File: config.mk
export PLATFORM = sky130hd
export DESIGN_NAME = usb_tx_pkt_ctrl
export DESIGN_NICKNAME = d
export VERILOG_FILES = /design/src/rtl/usb_tx_pkt_ctrl.sv
export SDC_FILE = /design/constraint.sdc
export NUM_CORES = 1
export LEC_CHECK = 0
export ABC_CLOCK_PERIOD_IN_PS = 2200
export BUFFER_PORTS_ARGS = -buffer_cell sky130_fd_sc_hd__clkbuf_2
export CAP_MARGIN = 15
export CELL_PAD_IN_SITES_DETAIL_PLACEMENT = 1
export CELL_PAD_IN_SITES_GLOBAL_PLACEMENT = 2
export CORE_MARGIN = 4
export CORE_UTILIZATION = 31
export CTS_BUF_LIST = sky130_fd_sc_hd__clkbuf_16
export DETAILED_ROUTE_END_ITERATION = 10
export GPL_ROUTABILITY_DRIVEN = 0
export GPL_TIMING_DRIVEN = 0
export HOLD_SLACK_MARGIN = 0.08
export MAX_ROUTING_LAYER = met4
export PLACE_DENSITY_LB_ADDON = 0.12
export SLEW_MARGIN = 20
export SYNTH_ARGS = -nofsm -noshare
export SYNTH_HDL_FRONTEND = slang
export SYNTH_SLANG_ARGS = --single-unit
File: constraint.sdc
create_clock -name clk -period 2.2 [get_ports clk]
set_clock_uncertainty 0.05 [all_clocks]
set_input_delay 0.55 -clock clk [delete_from_list [all_inputs] [get_ports clk]]
set_output_delay 0.55 -clock clk [all_outputs]
set_load 0.01 [all_outputs]
File: src/rtl/usb_tx_pkt_ctrl.sv
// usb_tx_pkt_ctrl: USB TX packet controller; define TX_CTRL_STATS_EN to add pkt_count/err_count
module usb_tx_pkt_ctrl #(
  parameter int BUF_DEPTH      = 64,
  parameter int OCC_W          = $clog2(BUF_DEPTH+1),
  parameter int MAX_PKT_BYTES  = 64,
  parameter int TIMEOUT_CYCLES = 4096
) (
  input  logic             clk,
  input  logic             n_rst,
  input  logic [2:0]       tx_packet,
  input  logic             end_packet,
  input  logic             byte_req,
  input  logic [OCC_W-1:0] buffer_occupancy,
  output logic             tx_transfer_active,
  output logic             begin_packet,
  output logic             get_tx_packet_data,
  output logic [2:0]       tx_pid_type,
  output logic [OCC_W-1:0] byte_count,
  output logic             tx_done,
  output logic             tx_error,
`ifdef TX_CTRL_STATS_EN
  output logic [15:0]      pkt_count,
  output logic [7:0]       err_count,
`endif
  output logic [2:0]       tx_err_code
);
  localparam int WD_W = $clog2(TIMEOUT_CYCLES+1);
  typedef enum logic [2:0] {S_IDLE, S_BEGIN, S_SEND_DATA, S_SEND_HS, S_DONE} state_t;
  state_t state_q, state_d;
  logic [2:0] prev_q, pid_q, pid_d, code_q, code_d, err_d;
  logic [OCC_W-1:0] cnt_q, cnt_d;
  logic [WD_W-1:0] wd_q, wd_d;
  logic err_q, req_new, is_data, active, sending, underrun, timeout;
  assign req_new  = tx_packet != 3'd0 && tx_packet != prev_q;
  assign is_data  = tx_packet == 3'd1 || tx_packet == 3'd2;
  assign sending  = state_q == S_SEND_DATA || state_q == S_SEND_HS;
  assign active   = state_q == S_BEGIN || sending || state_q == S_DONE;
  assign underrun = state_q == S_SEND_DATA && byte_req && cnt_q != '0 && buffer_occupancy == '0;
  assign timeout  = sending && wd_q == WD_W'(TIMEOUT_CYCLES-1);
  assign tx_transfer_active = active;
  assign begin_packet       = state_q == S_BEGIN;
  assign tx_done            = state_q == S_DONE;
  assign get_tx_packet_data = state_q == S_SEND_DATA && byte_req && cnt_q != '0 && buffer_occupancy != '0;
  assign tx_pid_type        = pid_q;
  assign byte_count         = cnt_q;
  assign tx_error           = err_q;
  assign tx_err_code        = code_q;
  // next state, request checks, payload counting, watchdog and error selection (lowest code wins)
  always_comb begin
    state_d = state_q;
    pid_d   = pid_q;
    cnt_d   = cnt_q;
    wd_d    = wd_q;
    err_d   = 3'd0;
    case (state_q)
      S_IDLE: if (req_new) begin
        if (tx_packet > 3'd5) err_d = 3'd1;
        else if (is_data && buffer_occupancy == '0) err_d = 3'd2;
        else if (is_data && buffer_occupancy > OCC_W'(MAX_PKT_BYTES)) err_d = 3'd3;
        else begin
          state_d = S_BEGIN;
          pid_d   = tx_packet;
          cnt_d   = is_data ? buffer_occupancy : '0;
          wd_d    = '0;
        end
      end
      S_BEGIN: begin
        state_d = pid_q <= 3'd2 ? S_SEND_DATA : S_SEND_HS;
        wd_d    = '0;
      end
      S_SEND_DATA, S_SEND_HS: begin
        wd_d = wd_q + 1'b1;
        if (get_tx_packet_data) cnt_d = cnt_q - 1'b1;
        if (end_packet) state_d = S_DONE;
        else if (underrun || timeout) begin
          state_d = S_IDLE;
          err_d   = underrun ? 3'd5 : 3'd6;
        end
      end
      S_DONE: state_d = S_IDLE;
      default: state_d = S_IDLE;
    endcase
    if (active && req_new) err_d = 3'd4;
    code_d = err_d != 3'd0 ? err_d : (state_q == S_IDLE && state_d == S_BEGIN) ? 3'd0 : code_q;
  end
  // state and datapath registers
  always_ff @(posedge clk or negedge n_rst) begin
    if (!n_rst) begin
      state_q <= S_IDLE;
      prev_q  <= 3'd0;
      pid_q   <= 3'd0;
      cnt_q   <= '0;
      wd_q    <= '0;
      err_q   <= 1'b0;
      code_q  <= 3'd0;
    end else begin
      state_q <= state_d;
      prev_q  <= tx_packet;
      pid_q   <= pid_d;
      cnt_q   <= cnt_d;
      wd_q    <= wd_d;
      err_q   <= err_d != 3'd0;
      code_q  <= code_d;
    end
  end
`ifdef TX_CTRL_STATS_EN
  logic [15:0] pkt_q, pkt_d;
  logic [7:0] errc_q, errc_d;
  assign pkt_count = pkt_q;
  assign err_count = errc_q;
  // saturating completion and error counters
  always_comb begin
    pkt_d  = (tx_done && ~&pkt_q) ? pkt_q + 16'd1 : pkt_q;
    errc_d = (err_q && ~&errc_q) ? errc_q + 8'd1 : errc_q;
  end
  // counter registers
  always_ff @(posedge clk or negedge n_rst) begin
    if (!n_rst) begin
      pkt_q  <= '0;
      errc_q <= '0;
    end else begin
      pkt_q  <= pkt_d;
      errc_q <= errc_d;
    end
  end
`endif
endmodule

== After elaboration in Yosys (flattened, before gate mapping) ==
Index checks and enable logic that the tools add are counted.

* Bits of input ports: 14
* Flip-flop bits (word level): 33

* Muxes and demuxes: 31
* Equality and inequality tests: 14
* Reduce and logical (&&, ||, !) cells: 28
* Magnitude comparators: 3
* Add/subtract/negate cells: 2
* Bitwise gates (word level): 3

{| class="wikitable"
|+ Operators by type and width
! cell !! count
|-
| 13-bit 2-to-1 mux || 4
|-
| 7-bit 2-to-1 mux || 6
|-
| 13-bit case mux with 3 select lines || 1
|-
| 3-bit 2-to-1 mux || 11
|-
| 7-bit case mux with 2 select lines || 1
|-
| 7-bit nonzero test || 2
|-
| 13-bit by 1-bit adder with 13-bit output, second input constant || 1
|-
| 13-bit by 12-bit equality test with 1-bit output, second input constant || 1
|-
| 1-bit logical AND || 10
|-
| 2-bit 2-to-1 mux || 5
|-
| 2-bit inequality test, second input constant || 5
|-
| 5-bit AND reduction || 2
|-
| 3-bit by 1-bit equality test with 1-bit output, second input constant || 3
|-
| 3-bit by 2-bit equality test with 1-bit output, second input constant || 3
|-
| 3-bit case mux with 3 select lines || 1
|-
| 3-bit nonzero test || 3
|-
| 7-bit > comparator, second input constant || 1
|-
| 7-bit zero test || 1
|-
| 7-bit by 1-bit subtractor with 7-bit output, second input constant || 1
|-
| 3-bit case mux with 2 select lines || 1
|-
| 6-bit AND reduction || 1
|-
| 1-bit logical OR || 5
|-
| 2-bit nonzero test || 2
|-
| 3-bit equality test, second input constant || 1
|-
| other kinds (7) || 9
|}

== Depth between registers and ports, before layout ==
Gate-level depths: netlist (run 1).

* Word-level depth: 12
* Mapped depth: 9
* Mapped depth without buffers: 8

== Least setup slack after synthesis (run 1) ==
Ideal clock, no wire load.

* Path type: in2reg
* From: input port buffer_occupancy[5]
* To: register wd_q[10]
* Slack: -0.170 ns
* Library setup time: 0.121 ns
* Cell stages on the path: 7
* Arrival time: 2.199 ns
* Data required time: 2.029 ns
* Path through: or4_4 > o31a_1 > o21ai_4 > a21boi_2 > or2_1 > buf_6 > a22o_1

* Word-level cells in the longest chain between the ends: 4
* Elaborated cells between the ends (all ways): 7
* Classes of those cells: order compare (1); eq/ne (2); reduce/logical (4)

{| class="wikitable"
|+ RTL lines
! what !! RTL line !! RTL
|-
| start: declaration || 13 || <nowiki>input logic [OCC_W-1:0] buffer_occupancy,</nowiki>
|-
| 7-bit > comparator / 7-bit zero test (equally long branches) || 59, 58 ||
|-
| 1-bit logical AND, on equally long branches || 59, 58 ||
|-
| 2-bit inequality test (no line) || n/a ||
|-
| 5-bit AND reduction (no line) (*) || n/a ||
|-
| end signal: assignment || 101 || <nowiki>wd_q <= wd_d;</nowiki>
|-
| end: declaration || 32 || <nowiki>logic [WD_W-1:0] wd_q, wd_d;</nowiki>
|}

Mark *: on every way between the ends. The rest lies on a longest branch, timed or not.
A chain may end at the register's enable or synchronous reset.

== Worst setup path after layout (run 1) ==
* From: input port buffer_occupancy[5]
* To: register wd_q[3]

The elaborated chain is that of the path after synthesis.

==> results.sh, run 1 <==
export IMPL_hold_slack_ns=0.334
export IMPL_die_y_um=89.1
export IMPL_rsz0062_at_grt="true"
export IMPL_vias=1925
export IMPL_setup_ws_ns=-0.185
export IMPL_synth_area_leaders="dfrtp_1, nor2_1, a22o_1"
export IMPL_ys_async_sr_fraction=1.00
export IMPL_hold_path_class="input port to asynchronous set/reset pin"
export IMPL_power_leakage_uw=0.00124
export IMPL_final_antenna_net_count=0
export IMPL_design_core_area_um2=6350
export IMPL_yosys_area_top_type="dfrtp_1"
export IMPL_yosys_register_bits=33
export IMPL_final_layout_size_suffix_gt1_frac=0.365
export IMPL_grt_max_degree=34
export IMPL_synthFlopType="dfrtp_1"
export IMPL_via_per_inst=5.44
export IMPL_totalWireLength_um=6150
export IMPL_stdcell_count=354
export IMPL_nets=293
export IMPL_rows=29
export IMPL_dp_slack_ns=-0.547
export IMPL_critPathTopFamily="compound AO/OA/AOI/OAI gates"
export IMPL_failed_checks="setup timing"
export IMPL_slew_violations=0
export IMPL_area_growth_syn_to_layout_pct=35.2
export IMPL_drc=0
export IMPL_setup_violations_final=29
export IMPL_maxSlewHeadroom=0.408
export IMPL_criticalPathCategory="input port to register"
export IMPL_path_clk_slew_ns=0.06
export IMPL_endpoint_kind="register"
export IMPL_path_buf_inv=2
export IMPL_synth_cell_types=50
export IMPL_ir_worst_vdd_mv=0.471
export IMPL_cts_buffer_depth=2
export IMPL_crit_fanout=5
export IMPL_h_tree_depth=2
export IMPL_dr_pass1_iters=4
export IMPL_grt_pass1_wl_um=9700
export IMPL_insertion_delay_ns=0.28
export IMPL_die_w_um=89.1
export IMPL_fmax_ghz=0.419
export IMPL_place_inst=328
export IMPL_slowest_stage="or4_4"
export IMPL_min_period_over_period=1.08
export IMPL_initial_core_util=0.321
export IMPL_synth_top_area_frac=0.405
export IMPL_yosysMostFrequentCell="dfrtp_1"
export IMPL_io_buffers=31
export IMPL_tightest_slew_ns=0.888
export IMPL_cts_made_buffers=5
export IMPL_crit_chain="clkbuf_2, or4_4, o31a_1, o21ai_4, a21boi_4, or2_4, buf_6, a22o_1"
export IMPL_cp_required_ns=2.31
export IMPL_grt_pass1_vias=1866
export IMPL_cts_tree="yes"
export IMPL_hold_viol=0
export IMPL_fin_crit_ns=2.38
export IMPL_n_antenna_cell=0
export IMPL_synth_seq_area_share=0.405
export IMPL_synth_warnings=0
export IMPL_wl_per_cell_um=17.4
export IMPL_status="complete, but fails checks"
export IMPL_synth_nets=237
export IMPL_power_density_nw_per_um2=1140
export IMPL_grtUsageTotal=0.164
export IMPL_cts_sinks=33
export IMPL_worstPathArrival_ns=2.50
export IMPL_grt_ovfl_total=0
export IMPL_synth_edf_count=0
export IMPL_die_area_um2=7940
export IMPL_syn_avg_cell_area_um2=9.26
export IMPL_ioPinCount=32
export IMPL_yosys_top_cells_count="dfrtp_1, nor2_1, nand2_1, o21ai_0, nor3_1"
export IMPL_cts_hold_buf=0
export IMPL_cts_root_buf="clkbuf_16"
export IMPL_max_cap_violations=0
export IMPL_final_fill_count=738
export IMPL_grt_antenna_before_repair=0
export IMPL_syn_area_um2=2040
export IMPL_netlist_instances=220
export IMPL_final_area_um2=2760
export IMPL_hpwl_um=4030
export IMPL_crit_path_start_kind="input port"
export IMPL_dr_first_iter_drc_count=49
export IMPL_slowest_delay_ns=0.57
export IMPL_place_area_um2=2290
[state kept, by name, summed over array words and instances, names as in the netlist]
name and cells:
wd_q 13, tx_pid_type 3, tx_err_code 3, state_q 3, tx_error 1, byte_count 7, prev_q 3
[power by group]
group / total, µW / switching, µW / internal [µW] / leakage [µW]
logic: 1550 / 843 / 703 / 0.000745
registers: 931 / 170 / 761 / 0.000425
clock network: 677 / 268 / 409 / 0.0000687
[final timing paths]
| path | slack, ns | from | end | depth (start not counted) |
|---|---|---|---|---|
| worst max register to register | -0.01 | byte_count[3]$_DFFE_PN0P_ | byte_count[0]$_DFFE_PN0P_ | 9 |
| worst min register to register | 0.44 | tx_err_code[2]$_DFFE_PN0P_ | tx_err_code[2]$_DFFE_PN0P_ | 1 |
| worst max-delay path | -0.18 | buffer_occupancy[5] | wd_q[3]$_DFFE_PN0P_ | 8 |
| max in group asynchronous | 1.21 | n_rst | wd_q[6]$_DFFE_PN0P_ | 1 |
| min in group clk | 0.34 | tx_packet[1] | prev_q[1]$_DFF_PN0_ | 1 |
| worst min-delay path | 0.33 | n_rst | prev_q[2]$_DFF_PN0_ | 1 |
[placed cells by master (no fill, tap or decap), types with 3 or more instances in the layout]
cell,instances
o22a_1,3
nand2_1,12
clkbuf_2,34
nor3_2,3
clkbuf_16,5
a21o_1,5
o21ai_0,7
buf_4,12
ha_1,3
nor2_2,5
and3_1,5
clkbuf_1,3
mux2_2,6
dfrtp_1,33
nand4_1,3
and2_1,5
nor3_1,7
a31oi_1,7
nor2_1,19
xnor2_1,3
o21ai_2,3
a21oi_1,8
nand4b_1,4
inv_1,3
nand3b_1,3
buf_6,11
a22o_1,10
nand3_1,10
[per-stage QoR]
stage | utilization | setup TNS, ns | total power [µW]
after global placement | 0.361 | -11.57 | 2140
after CTS | 0.403 | -2.31 | 2970
final | 0.434 | -3.56 | 3150
after detailed placement | 0.361 | -11.65 | 2150
after floorplan | - | -2.59 | 1730
after global routing | 0.434 | -5.05 | 3380
[cell families (layout without fill, tap and decap cells)]
kind of cell             Yosys count  in the layout  share of synthesized area
AND/OR/NAND/NOR                   95             95                      0.252
AO/OA/AOI/OAI                     63             63                      0.231
flip-flops                        33             33                      0.405
buffers and inverters             15             72                     0.0387
multiplexers                       6              6                     0.0331
XOR/XNOR                           5              5                     0.0215
adder cells (fa/ha/maj)            3              3                     0.0184
[layout make-up]
type | instances | area (µm²) | area share
plain buffers | 11 | 68.8 | 0.0250
clock buffers | 5 | 125 | 0.0454
clock inverters | 3 | 12.5 | 0.00454
inverters | 3 | 11.3 | 0.00409
multi-input cells | 172 | 1280 | 0.466
flip-flops and latches | 33 | 826 | 0.300
well taps | 77 | 96.3 | 0.0350
repair buffers | 50 | 332 | 0.120
[timing repair]
action | CTS | global route
endpoints found under the setup margin | 29 | 31
cloned | 1 | 1
pin swaps | 13 | 13
setup buffers | 9 | 10
resized for setup | 19 | 33
[layer usage]
metal	routed length, µm	global-route usage	up-vias
li1	-	-	937
met1	3120	0.225	955
met2	2770	0.242	28
met3	180	0.0341	5
met4	72	0.0487	0
met5	0	-	-
(Power assumes the default switching activity.)
==> run 2: changes to the inputs <==
--- a/config.mk
+++ b/config.mk
@@ -15,2 +15,3 @@
 export CTS_BUF_LIST = sky130_fd_sc_hd__clkbuf_16
+export CTS_CLUSTER_SIZE = 10
 export DETAILED_ROUTE_END_ITERATION = 10
--- a/constraint.sdc
+++ b/constraint.sdc
@@ -4,2 +4,2 @@
 set_output_delay 0.55 -clock clk [all_outputs]
-set_load 0.01 [all_outputs]
+set_load 0.05 [all_outputs]
==> results.sh, run 2 (same netlist as run 1, synthesis figures left out) <==
export IMPL_status="complete, but fails checks"
export IMPL_failed_checks="setup timing"
export IMPL_setup_violations_final=27
export IMPL_setup_ws_ns=-0.155
export IMPL_cts_tree="yes"
export IMPL_vias=1903
export IMPL_rrSetupSlack_ns=-0.06
export IMPL_crit_path_start_kind="input port"
export IMPL_wl_per_cell_um=17.2
export IMPL_grt_pass1_wl_um=9890
export IMPL_fmax_ghz=0.425
export IMPL_hold_viol=0
export IMPL_design_core_area_um2=6350
export IMPL_tightest_slew_ns=0.896
export IMPL_grt_max_degree=34
export IMPL_nets=292
export IMPL_min_period_over_period=1.07
export IMPL_insertion_delay_ns=0.28
export IMPL_initial_core_util=0.321
export IMPL_setup_tns_ns=-2.55
export IMPL_utilization=0.440
export IMPL_endpoint_kind="output port"
export IMPL_hold_slack_ns=0.337
export IMPL_cp_required_ns=1.60
export IMPL_cts_root_buf="clkbuf_16"
export IMPL_grt_ovfl_total=0
export IMPL_io_buffers=31
export IMPL_cts_made_buffers=5
export IMPL_routed_wl_met2_um=2840
export IMPL_cts_sinks=33
export IMPL_ioPinCount=32
export IMPL_ir_worst_vdd_mv=0.845
export IMPL_routed_top_layer="met4"
export IMPL_criticalPathCategory="input port to output port"
export IMPL_maxSlewHeadroom=0.403
export IMPL_layout_common_cells="dfrtp_1, clkbuf_2, nor2_1"
export IMPL_hold_path_class="input port to asynchronous set/reset pin"
export IMPL_layout_commonest_cell="dfrtp_1"
export IMPL_grtUsageTotal=0.164
export IMPL_hpwl_um=4020
export IMPL_rsz0062_at_grt="true"
export IMPL_max_cap_violations=0
export IMPL_area_growth_syn_to_layout_pct=37.0
export IMPL_place_area_um2=2310
export IMPL_die_area_um2=7940
export IMPL_dr_first_iter_drc_count=54
export IMPL_grt_antenna_before_repair=0
export IMPL_largest_register="wd_q"
export IMPL_drc=0
export IMPL_path_clk_slew_ns=0.06
export IMPL_fin_crit_ns=2.35
export IMPL_crit_fanout=3
export IMPL_totalWireLength_um=6060
export IMPL_die_y_um=89.1
export IMPL_slew_violations=0
export IMPL_h_tree_depth=2
export IMPL_worstPathArrival_ns=1.75
export IMPL_dr_wl_met3_um=191
export IMPL_final_layout_size_suffix_gt1_frac=0.371
export IMPL_die_w_um=89.1
export IMPL_final_area_um2=2790
export IMPL_final_antenna_net_count=0
export IMPL_rows=29
export IMPL_wl_met1_um=2970
export IMPL_n_antenna_cell=0
export IMPL_dr_pass1_iters=4
export IMPL_cts_buffer_depth=2
export IMPL_via_per_inst=5.41
export IMPL_power_leakage_uw=0.00125
export IMPL_power_density_nw_per_um2=1290
export IMPL_grt_pass1_vias=1920
export IMPL_largest_reg_flops=13
run 2: cell count changes in the layout (fill, tap and decap cells not counted), sizes merged:
| cell | change |
|---|---|
| clkbuf | -2 |
| clkinv | -2 |
| buf | +1 |
| inv | +1 |
run 2: where the power goes:
group	switching [µW]	total, µW	internal, µW
logic	1270	2010	743
registers	170	935	765
clock network	257	662	405
total	1700	3610	1910
run 2: cell type report:
type	instances	area, µm²
plain buffers	11	73.8
clock buffers	5	125
clock inverters	2	7.51
fillers	724	3560
inverters	3	11.3
multi-input cells	172	1290
flip-flops and latches	33	830
well taps	77	96.3
repair buffers	49	358
run 2: routing by layer:
metal	GRT usage	up-vias
met2	0.251	25
met1	0.225	936
li1	-	936
met5	-	-
met4	0.0365	0
met3	0.0323	6
run 2: final timing paths:
kind / from / cells after the start / endpoint
max: buffer_occupancy[2] / 6 / get_tx_packet_data
min: n_rst / 1 / prev_q[2]$_DFF_PN0_
max reg2reg: prev_q[2]$_DFF_PN0_ / 10 / wd_q[11]$_DFFE_PN0P_
min reg2reg: tx_err_code[2]$_DFFE_PN0P_ / 1 / tx_err_code[2]$_DFFE_PN0P_
max in group asynchronous: n_rst / 1 / state_q[2]$_DFF_PN0_
min in group clk: tx_packet[1] / 1 / prev_q[1]$_DFF_PN0_
run 2: timing repair:
action,CTS,global route
cloned,1,1
pin swaps,16,17
hold buffers,0,0
resized for setup,13,48
endpoints found under the setup margin,27,32
setup buffers,8,9
run 2: metrics by stage:
stage                     setup WS [ns]  power, µW  cells
after floorplan                  -0.186       2180    220
after global placement           -0.615       2600    328
after detailed placement         -0.616       2610    328
after CTS                        -0.191       3390    343
after global routing             -0.216       3850    352
final                            -0.155       3610    352
run 2: critical path, cell delays in order:
cell,delay (ns)
buf_6,0.09
or4_4,0.56
nor4_4,0.18
buf_4,0.16
nor3_4,0.04
buf_8,0.17
